**src/rtl/seq_hit_monitor.sv**
```systemverilog
// Windowed hit counter for the 110110 detector output: publishes a per-window
// hit count and raises a sticky alarm when a window reaches the threshold.
//
// state | meaning
// IDLE  | monitor disabled, timer and running count held at zero
// RUN   | counting hits against the window timer
module seq_hit_monitor #(
  parameter int CNT_W = 8,
  parameter int WIN_W = 8
) (
  input  logic             clk,
  input  logic             rst,
  input  logic             en,
  input  logic             hit,
  input  logic [WIN_W-1:0] win_len,
  input  logic [CNT_W-1:0] thresh,
  input  logic             clr,
  output logic [CNT_W-1:0] hit_count,
  output logic [CNT_W-1:0] win_count,
  output logic             win_done,
  output logic             alarm
);

  localparam logic [0:0] IDLE = 1'b0;
  localparam logic [0:0] RUN  = 1'b1;

  logic [0:0]       state;
  logic [WIN_W-1:0] timer;
  logic [CNT_W-1:0] hit_sum;
  logic             terminal;
  logic             alarm_set;

  // win_len of 0 makes the terminal compare land on all-ones, i.e. a full 2^WIN_W window
  always_comb begin
    hit_sum   = (hit && (hit_count != {CNT_W{1'b1}})) ? hit_count + CNT_W'(1) : hit_count;
    terminal  = (timer == (win_len - WIN_W'(1)));
    alarm_set = (state == RUN) && en && terminal &&
                (thresh != '0) && (hit_sum >= thresh);
  end

  always_ff @(posedge clk or negedge rst) begin
    if (!rst) begin
      state     <= IDLE;
      timer     <= '0;
      hit_count <= '0;
      win_count <= '0;
      win_done  <= 1'b0;
    end else begin
      case (state)
        IDLE: begin
          timer     <= '0;
          hit_count <= '0;
          win_done  <= 1'b0;
          if (en) state <= RUN;
        end
        RUN: begin
          if (!en) begin
            // partial window is discarded; win_count keeps the last full result
            state     <= IDLE;
            timer     <= '0;
            hit_count <= '0;
            win_done  <= 1'b0;
          end else if (terminal) begin
            win_count <= hit_sum;
            hit_count <= '0;
            timer     <= '0;
            win_done  <= 1'b1;
          end else begin
            timer     <= timer + WIN_W'(1);
            hit_count <= hit_sum;
            win_done  <= 1'b0;
          end
        end
        default: begin
          state     <= IDLE;
          timer     <= '0;
          hit_count <= '0;
          win_done  <= 1'b0;
        end
      endcase
    end
  end

  // a terminal cycle that sets the alarm takes priority over a same-cycle clear
  always_ff @(posedge clk or negedge rst) begin
    if (!rst)           alarm <= 1'b0;
    else if (alarm_set) alarm <= 1'b1;
    else if (clr)       alarm <= 1'b0;
  end

endmodule

```
**config.mk**
```make
export PLATFORM = sky130hd
export DESIGN_NAME = seq_hit_monitor
export DESIGN_NICKNAME = d
export VERILOG_FILES = /design/src/rtl/seq_hit_monitor.sv
export SDC_FILE = /design/constraint.sdc
export NUM_CORES = 1
export LEC_CHECK = 0
export ABC_AREA = 1
export CORE_ASPECT_RATIO = 0.6
export CORE_MARGIN = 8
export CORE_UTILIZATION = 45
export DETAILED_ROUTE_END_ITERATION = 8
export PLACE_DENSITY = 0.73
export SYNTH_ARGS = -nofsm -noshare
export SYNTH_HDL_FRONTEND = slang
export SYNTH_SLANG_ARGS = --single-unit
```
**constraint.sdc**
```tcl
create_clock -name clk -period 2.3 [get_ports clk]
set_clock_uncertainty 0.15 [all_clocks]
set_input_delay 0.23 -clock clk [delete_from_list [all_inputs] [get_ports clk]]
set_output_delay 0.23 -clock clk [all_outputs]
set_load 0.005 [all_outputs]
```
# --- Word level (Yosys, flattened, before mapping) ---
# Index checks and enable logic that the tools add are counted.
totals:
  ff_bits: 27
  out_inout_bits: 18
  elab_cells: 34
op_classes:
  addsub: 3
  n_lt_le_gt_ge: 1
  n_eq_ne: 2
  muxes: 13
  n_bitwise: 1
  n_reduce_logical: 8
op_table:
  columns: ["op", "count"]
  rows:
  - ["$mux 8", 5]
  - ["$pmux 8 s2", 2]
  - ["$add 8x1->8 const B", 2]
  - ["$eq 8x8->1", 1]
  - ["$ge 8x8->1", 1]
  - ["$ne 8x8->1 const B", 1]
  - ["$reduce_bool 8->1", 1]
  - ["$sub 8x1->8 const B", 1]
  - ["$logic_and 1x1->1", 5]
  - ["$mux 1", 5]
  - ["$reduce_and 3->1", 1]
  - ["$pmux 1 s2", 1]
  - ["$reduce_bool 2->1", 1]
  - ["$not 1->1", 1]

# --- Depth between registers and ports, before layout ---
# Gate-level depths: netlist of the first run.
depth:
  ltp_word: 6
  mapped_depth: 17
  mapped_depth_nobuf: 17

# --- Least setup slack after synthesis of the first run ---
# OpenSTA, ideal clock, no wires.
synth_path:
  path_kind: "register to register"
  startpoint: "register hit_count[0]"
  endpoint: "register alarm"
  arrival_time_ns: 2.044
  slack_ns: 0.042
  stages_incl_launch_ff: 17
  path_buffers: 0
  synth_period_minus_slack_ns: 2.258
  path_cell_list: "dfrtp_1 > ha_1 > nand2_2 > nor2_2 > nand3_2 > nand2_4 > inv_2 > or2_0 > nand2_1 > inv_1 > ha_1 > nand2_1 > o21ai_0 > nand2_1 > nand3_1 > nand4_1 > nand2_1"
synth_between:
  elab_chain_len: 6
synth_rtl:
  columns: ["item", "line", "text"]
  rows:
  - ["start: declaration", "18", "output logic [CNT_W-1:0] hit_count,"]
  - ["start signal: assignment", "70", "hit_count <= hit_sum;"]
  - ["parallel branches: the longest is 2 deep, another holds $add 8x1->8", null, null]
  - ["$mux 8 (*)", "35", "hit_sum = (hit && (hit_count != {CNT_W{1'b1}})) ? hit_count + CNT_W'(1) : hit_count;"]
  - ["net hit_sum[2]", "29", "logic [CNT_W-1:0] hit_sum;"]
  - ["$ge 8x8->1 (*)", "38", "(thresh != '0) && (hit_sum >= thresh);"]
  - ["$logic_and 1x1->1 (*)", "38", null]
  - ["$mux 1 / $reduce_bool 2->1 (equally long branches)", null, null]
  - ["end signal: assignment", "86", "if (!rst) alarm <= 1'b0;"]
  - ["end signal: assignment", "87", "else if (alarm_set) alarm <= 1'b1;"]
  - ["end signal: assignment", "88", "else if (clr) alarm <= 1'b0;"]
  - ["end: declaration", "21", "output logic alarm"]
# Mark *: on every way through the listed nets, which the timed path passes.
# A chain may end at the register's enable or synchronous reset.

# --- Worst setup path in the final report of the first run ---
layout_path:
  startpoint: "register hit_count[1]"
  endpoint: "register alarm"
# The elaborated chain is that of the path after synthesis.

==> results of run 1 <==
[flip-flops by register name, indices dropped and copies added (netlist names)]
signal,cells
alarm,1
hit_count,8
state,1
timer,8
win_count,8
win_done,1
[worst max-delay path, cell delays in order, from the launching register on]
cell and delay [ns]:
dfrtp_1 0.36, ha_2 0.19, nand2_2 0.08, nor2_4 0.12, nand3_2 0.10, nand2_4 0.11, inv_6 0.06, or2_0 0.21
nand2_1 0.09, inv_2 0.06, ha_4 0.25, nand2_2 0.06, inv_1 0.07, nand4_1 0.09, nand3_1 0.09, nand4_1 0.08
nand2_1 0.08
[worst max-delay path by stage]
stage	endpoint	slack, ns	cells after the start
2_1_floorplan	alarm	0.04	16
3_3_place_gp	hit_count[2]	-0.07	10
3_5_place_dp	hit_count[2]	-0.05	10
4_1_cts	alarm	0.02	15
5_1_grt	alarm	-0.17	16
6_report	alarm	-0.02	16
[power groups by stage]
stage	Sequential [uW]	Clock, uW	Combinational [uW]
3_3_place_gp	498	0	193
3_5_place_dp	498	0	194
4_1_cts	489	284	199
6_report	489	279	209
2_1_floorplan	500	0	87.2
5_1_grt	490	301	233
[area by class of cell]
| type | instances | area, um^2 |
|---|---|---|
| inverters | 38 | 148 |
| flip-flops and latches | 27 | 676 |
| clock inverters | 1 | 7.51 |
| multi-input cells | 164 | 991 |
| fillers | 310 | 1240 |
| clock buffers | 3 | 41.3 |
| well taps | 47 | 58.8 |
| repair buffers | 62 | 561 |
[cells by family after synthesis]
kind of cell / count (synthesis) / synth area share
AOI/OAI and AO/OA: 12 / 0.0410
xor gates and xnor gates: 19 / 0.0939
adders and majority gates: 11 / 0.0777
buffers and inverters: 40 / 0.0932
DFF: 27 / 0.381
and+or+nand+nor: 122 / 0.313
[per-stage QoR]
| stage | std cells | worst slack (ns) | hold slack (ns) | util |
|---|---|---|---|---|
| final | 342 | -0.0176 | 0.158 | 0.667 |
| after global routing | 342 | -0.174 | 0.200 | 0.667 |
| after CTS | 342 | 0.0155 | 0.168 | 0.655 |
| after detailed placement | 338 | -0.0501 | 0.312 | 0.636 |
| after global placement | 338 | -0.0653 | 0.306 | 0.636 |
| after floorplan | 231 | 0.0416 | -0.216 | - |
[metal layers]
metal / vias to the layer above / wire length [um]
met5: - / 0
met2: 41 / 1720
li1: 848 / -
met1: 737 / 2390
met4: 0 / 21
met3: 4 / 304
[cells in the final DEF (no fill, tap or decap), types with 2 or more instances in the layout]
master           netlist  final
ha_1                  11      9
nand3_2                1      2
nand2_1               52     51
nor2_2                 3      3
xnor2_1                6      5
nor4_1                 2      2
o21ai_0                3      2
nand2_2                2      3
buf_4                  0     24
nor3b_1                2      2
nand4_1                4      4
xor2_1                13     12
clkdlybuf4s50_1        0     38
a21oi_2                2      2
nor2_1                29     28
nor2_4                 1      2
inv_1                 35     33
nand3_1               19     18
a21oi_1                4      4
clkbuf_8               0      3
inv_2                  2      3
dfrtp_1               27     27
o21a_1                 2      2
[timing repair]
action,in CTS,in global routing
gates resized for setup,6,9
setup endpoints to repair,1,1
pin swaps,1,10
setup buffers,0,0
==> results.txt, run 1 <==
- Final Max Tran Viols: 0
* Met3 capacity usage during global routing: 0.0487
- Summed over all layers, the global routing overflow is 0.
* Synth-to-layout area growth: 40.1%
* Met1 usage in global routing: 0.213
- Dpl cell area: 2370 um^2
* Worst-case vdd ir drop: 0.000300 V
- For this design the total switching power over the nets is 265 uW.
- Type of origin of the critical path: flop
* Net switching fraction of the power: 0.271
* Worst Path Class, Setup: reg -> reg
- The average instance in the mapped netlist occupies 7.67 um^2.
- CTS clk-pin slew, worst paths: 0.10 ns
- Routed wire length: 4.44 mm
- Logic pwr share: 0.214
- By instance count, the leading cell after synthesis is nand2_1.
- Cell taking the most area after synthesis: dfrtp_1
* Antenna diode instance count: 0
* Hold buffer count at CTS: 0
- Data on the critical path is required at its endpoint by 2.38 ns.
* Number of nets with antenna violations after detailed routing: 0
- Fraction of the yosys area taken by sequential cells: 0.381
- In this run the core area contains 17 standard-cell rows.
- The final reports fail on setup timing.
- The number of nets handed over by synthesis was 263.
* # H-tree levels: 1
- The critical path starts at hit_count[1].
- Static Leakage: 0.00126 uW
- For this run, the total global-route usage over all layers was measured as 0.143.
- Wire length of the first global-routing pass: 7.51 mm
- Total CTS buffers: 3
* Antenna violations before repair: 0
* Initial drt markers: 69
- Across all layers, the routed design uses 1630 vias.
* Worst Path Max Fanout: 8
- Flops & latches, synth: 27
- The share of synthesized area in the top cell type comes to 0.381.
* EDFF count, synth: 0
- In this run the clock root is driven by a clkbuf_8.
* Clk buf depth: 2
* Number of I/O pins: 39
- DR vias/cell: 4.77
- Core footprint: 3720 um^2
- Number of sinks on the clock net: 27
- Busiest metal layer after global routing: met1
- Of the total power, the clock network draws 0.286.
- Detailed-route DRC error count: 0
- After the last flow step, the layout net total stands at 328.
- Internal power comes to 712 uW.
- Static timing analysis puts the maximum clock frequency at 431 MHz.
* Warnings from Yosys: 0
* Slew HR: 0.774
- Vias in the first global route: 1562
- Maximum number of pins on one net before global-route repair: 28
* Part of the total power dissipated in sequential elements: 0.501
* Cell area power density: 394 nW/um^2
- Adding up every negative setup slack in the final design gives -0.0176 ns.
* Endpoint of the worst-slack reg-to-reg timing path: alarm
* Number of distinct library cells after synthesis: 30
- Die ar.: 6270 um^2
* Biggest area contributors in the synthesized netlist: dfrtp_1 (38%), nand2_1 (11%), ha_1 (7.8%), inv_1 (7.4%), xor2_1 (6.4%)
* Proportion of layout cells with a drive suffix above 1: 0.176
- Tightest Pin Transition: 0.339 ns
* Worst flop-to-flop path startpoint: hit_count[1]
- The later pin in the worst-skew pair is clocked with a latency of 0.28 ns.
- The min-delay analysis places its worst path in the category in -> async.
* Least setup slack across all paths after layout: -0.0176 ns
* Worst reg2reg path depth: 16
- Ranked by instance count, the synthesized netlist is headed by nand2_1 (52), inv_1 (35), nor2_1 (29), dfrtp_1 (27), nand3_1 (19).
- Fin. Hold Viols: 0
* Setup repair after global routing missed its margin: true
* Portion of the clock cycle consumed by the worst path in the final layout: 1.01
- Dividing the detail-routed wire length by the instance count gives 13.0 um.
- Setup-violating endpoint count in the final report: 1
* Worst R2R Setup Slack: -0.02 ns
- Type of destination of the critical path: flop
* Last weighted congestion value of the routability-driven placer: 0.895
- Post-route cell area: 2480 um^2
- The first detailed-routing pass took 4 iterations.
- CTS tree: built
- Outcome: complete, but fails checks
* Synth Flop Type: dfrtp_1
* Share of synthesized flip-flops with an asynchronous set or reset: 1.00
- Effective utilization at floorplan: 0.476
- Power after layout: 977 uW
* Die width: 97.0 um
- Met2 track utilization from global routing: 0.191
- After legalization and detailed placement, the total HPWL measured 3.52 mm.
- Chip Height: 64.6 um
* Synthesized instance count: 231
- Max-capacitance violation count: 0
- After layout, the minimum clock period comes to 2.32 ns.
- Number of port buffers: 38
* Synthesized area: 1770 um^2
* Signal arrival time at the worst endpoint: 2.40 ns
Note: power is estimated with default switching activity, not from simulation.
==> run 2, diff against run 1 <==
- CTS_CLUSTER_SIZE: not set -> 40
- PLACE_DENSITY: 0.73 -> 0.75
==> run 2 against run 1 <==
Against the previous run: the run still ends with setup timing left; highest routed layer unchanged; design area rose by 0.40%; total power rose by 1.6%; worst hold slack got worse by 0.0095 ns; combinational power rose by 3%; first-iteration DRC count fell by 28%; clock power rose by 3%; worst setup slack got worse by 0.030 ns; via count rose by 1.3%; global-route usage rose by 0.18 points; fmax fell by 1.3%; sequential share of layout area fell by 0.11 points; cell count rose by 0.58%.
==> results.txt, run 2 (synthesis gave the netlist of run 1 again) <==
- Core utilization of the finished layout: 0.670
- Drt pass-1 iters: 4
- In the finished design, the share of the clock period the worst path needs comes to 1.02.
- The number of antenna diodes in the final layout is 0.
- The final-report max-slew violation count was 0.
- Logic pwr share: 0.217
- CTS placed an instance of clkbuf_8 at the clock tree root.
- Type of destination of the critical path: flop
- Number of port buffers: 38
* Number of inserted filler cells in the final layout: 301
- The clock net in this run drives a total of 27 sinks.
- Setup violations remaining at the end of the flow were counted as 1.
* Minimum period implied by the final worst setup slack: 2.35 ns
* Number of nets in the finished design: 330
- Clock-pin slew was measured on the worst setup and hold paths at 0.10 ns.
* Die ar.: 6270 um^2
- Met1 usage in global routing: 0.200
- Outcome: complete, but fails checks
- After detailed routing, the average wire length per cell comes to 13.3 um.
* Initial drt markers: 50
- Data arrives at the worst endpoint at 2.39 ns.
- Part of the total power dissipated in sequential elements: 0.493
- After detailed routing, the number of vias per cell comes to 4.80.
* Total CTS buffers: 3
- Portion of total power attributed to the clock network: 0.290
- Commonest non-fill, non-tap cells in the layout: nand2_1 (51), clkdlybuf4s50_1 (38), inv_1 (34)
- Core footprint: 3720 um^2
* Cell chain of the critical path: ha_2, nand2_4, nor2_4, nand3_2, nand2_4, buf_12, nand2_1, o21a_1, ha_1, a21oi_2, o21ai_2, nand2_1, nand3_1, nand4_1, nand2_1
* Detailed-route DRC error count: 0
- Static Leakage: 0.00129 uW
* Hold buffer count at CTS: 0
* Die width: 97.0 um
- Number of nets with antenna violations after detailed routing: 0
- Final hold analysis gives a worst-case slack of 0.148 ns.
- The routed layout has 1652 vias.
- For met3 alone, demand over resource in global routing was 0.0529.
* Tightest Pin Transition: 0.342 ns
- Timing would allow up to 426 MHz.
- In this run the count of I/O pins placed on the die edge is 39.
* Routed wire length: 4.58 mm
* Worst Path Class, Setup: reg -> reg
- The slowest stage of the critical path belongs to the cell dfrtp_1.
- On the worst path, the slowest cell contributes a delay of 0.36 ns.
- # H-tree levels: 1
* Worst Path Max Fanout: 5
- Violated checks: setup timing
* Largest registers: hit_count: 8 flops, timer: 8 flops, win_count: 8 flops
* Library cell appearing most often on the critical path: nand2_1
* Least setup slack across all paths after layout: -0.0475 ns
- The layer flagged by global routing as most heavily used is met2.
- Vias in the first global route: 1563
- Summed over all nets, the switching power comes to 276 uW.
- Entering global routing, the biggest net connects 28 pins.
- Post-route cell area: 2490 um^2
* Slew HR: 0.772
* Chip Height: 64.6 um
* Setup repair after global routing missed its margin: true
- The path class of the tightest hold or removal check is in -> async.
- For the worst setup path, the data required time is 2.34 ns.
- Summed over all nets, the half-perimeter wirelength after detailed placement is 3.56 mm.
* Dpl cell area: 2360 um^2
- Leaving out fill and tap cells, the most frequent cell in the layout is nand2_1.
- Cell area power density: 398 nW/um^2
- The initial antenna violation count came to 0.
- Clk buf depth: 2
- Synth-to-layout area growth: 40.7%
- P_int: 716 uW
* Fin. Hold Viols: 0
* Effective utilization at floorplan: 0.476
- Worst-case vdd ir drop: 0.000348 V
- Worst reg2reg path depth: 15
- Last weighted congestion value of the routability-driven placer: 0.917
* Wire length of the first global-routing pass: 7.60 mm
* Met2 track utilization from global routing: 0.213
* Later-pin clock latency in the skew report: 0.29 ns
- Across the run, the number of max-cap violations was 0.
- Of the cells placed in the final design, the portion with a size suffix greater than 1 is 0.172.
- Across every metal layer, demand over resource in global routing totals 0.144.
- Type of origin of the critical path: flop
- For this run the aggregate overflow at the end of global routing stands at 0.
- Endpoint of the worst-slack reg-to-reg timing path: alarm
- Net switching fraction of the power: 0.278
* Worst flop-to-flop path startpoint: hit_count[1]
* CTS tree: built
- Worst R2R Setup Slack: -0.05 ns
- Setup Slack @ Placement: -0.0540 ns
* Num rows: 17
[run 2: power by group through the flow]
stage	combinational, uW	clock, uW	sequential (uW)
floorplan	87.2	0	500
global placement	194	0	498
detailed placement	198	0	499
CTS	201	291	489
global route	237	310	491
finish	215	288	489
[run 2: worst max path at each step]
stage / from / end / slack, ns
after global routing: hit_count[1] / alarm / -0.19
after CTS: hit_count[0] / alarm / 0.02
after floorplan: hit_count[0] / alarm / 0.04
after detailed placement: win_len[0] / win_count[6] / -0.05
final: hit_count[1] / alarm / -0.05
after global placement: win_len[0] / hit_count[5] / -0.03
[run 2: metrics by stage]
stage	setup TNS [ns]	power [uW]	cells
floorplan	0	587	231
global placement	-0.121	692	335
detailed placement	-0.719	696	335
CTS	0	981	340
global route	-0.188	1040	344
finish	-0.0475	992	344
[run 2: timing repair]
action	in CTS	in global routing
pin swaps	0	9
buffers inserted	1	4
resized for setup	4	10
hold endpoints to repair	0	0
setup endpoints to repair	1	1
[run 2: routing by layer]
| metal | share of wire | wire, um |
|---|---|---|
| met1 | 0.52 | 2390 |
| met2 | 0.42 | 1930 |
| met3 | 0.055 | 253 |
| met4 | 0.0033 | 15 |
| met5 | 0 | 0 |
[run 2: final cells by class]
cell class	instances	area [um^2]	area share
multi-input combinational	164	973	0.391
clock buffer	3	41.3	0.0166
clock inverter	1	7.51	0.00301
timing repair buffer	64	588	0.236
inverter	38	148	0.0592
sequential	27	676	0.271
tap	47	58.8	0.0236
[run 2: critical path, delay by kind of cell, from the launching register on]
kind | cells | cell delay, ns
AOI/OAI and AO/OA | 3 | 0.38
adders and majority gates | 2 | 0.54
buffers and inverters | 1 | 0.11
and+or+nand+nor | 9 | 0.70
DFF | 1 | 0.36
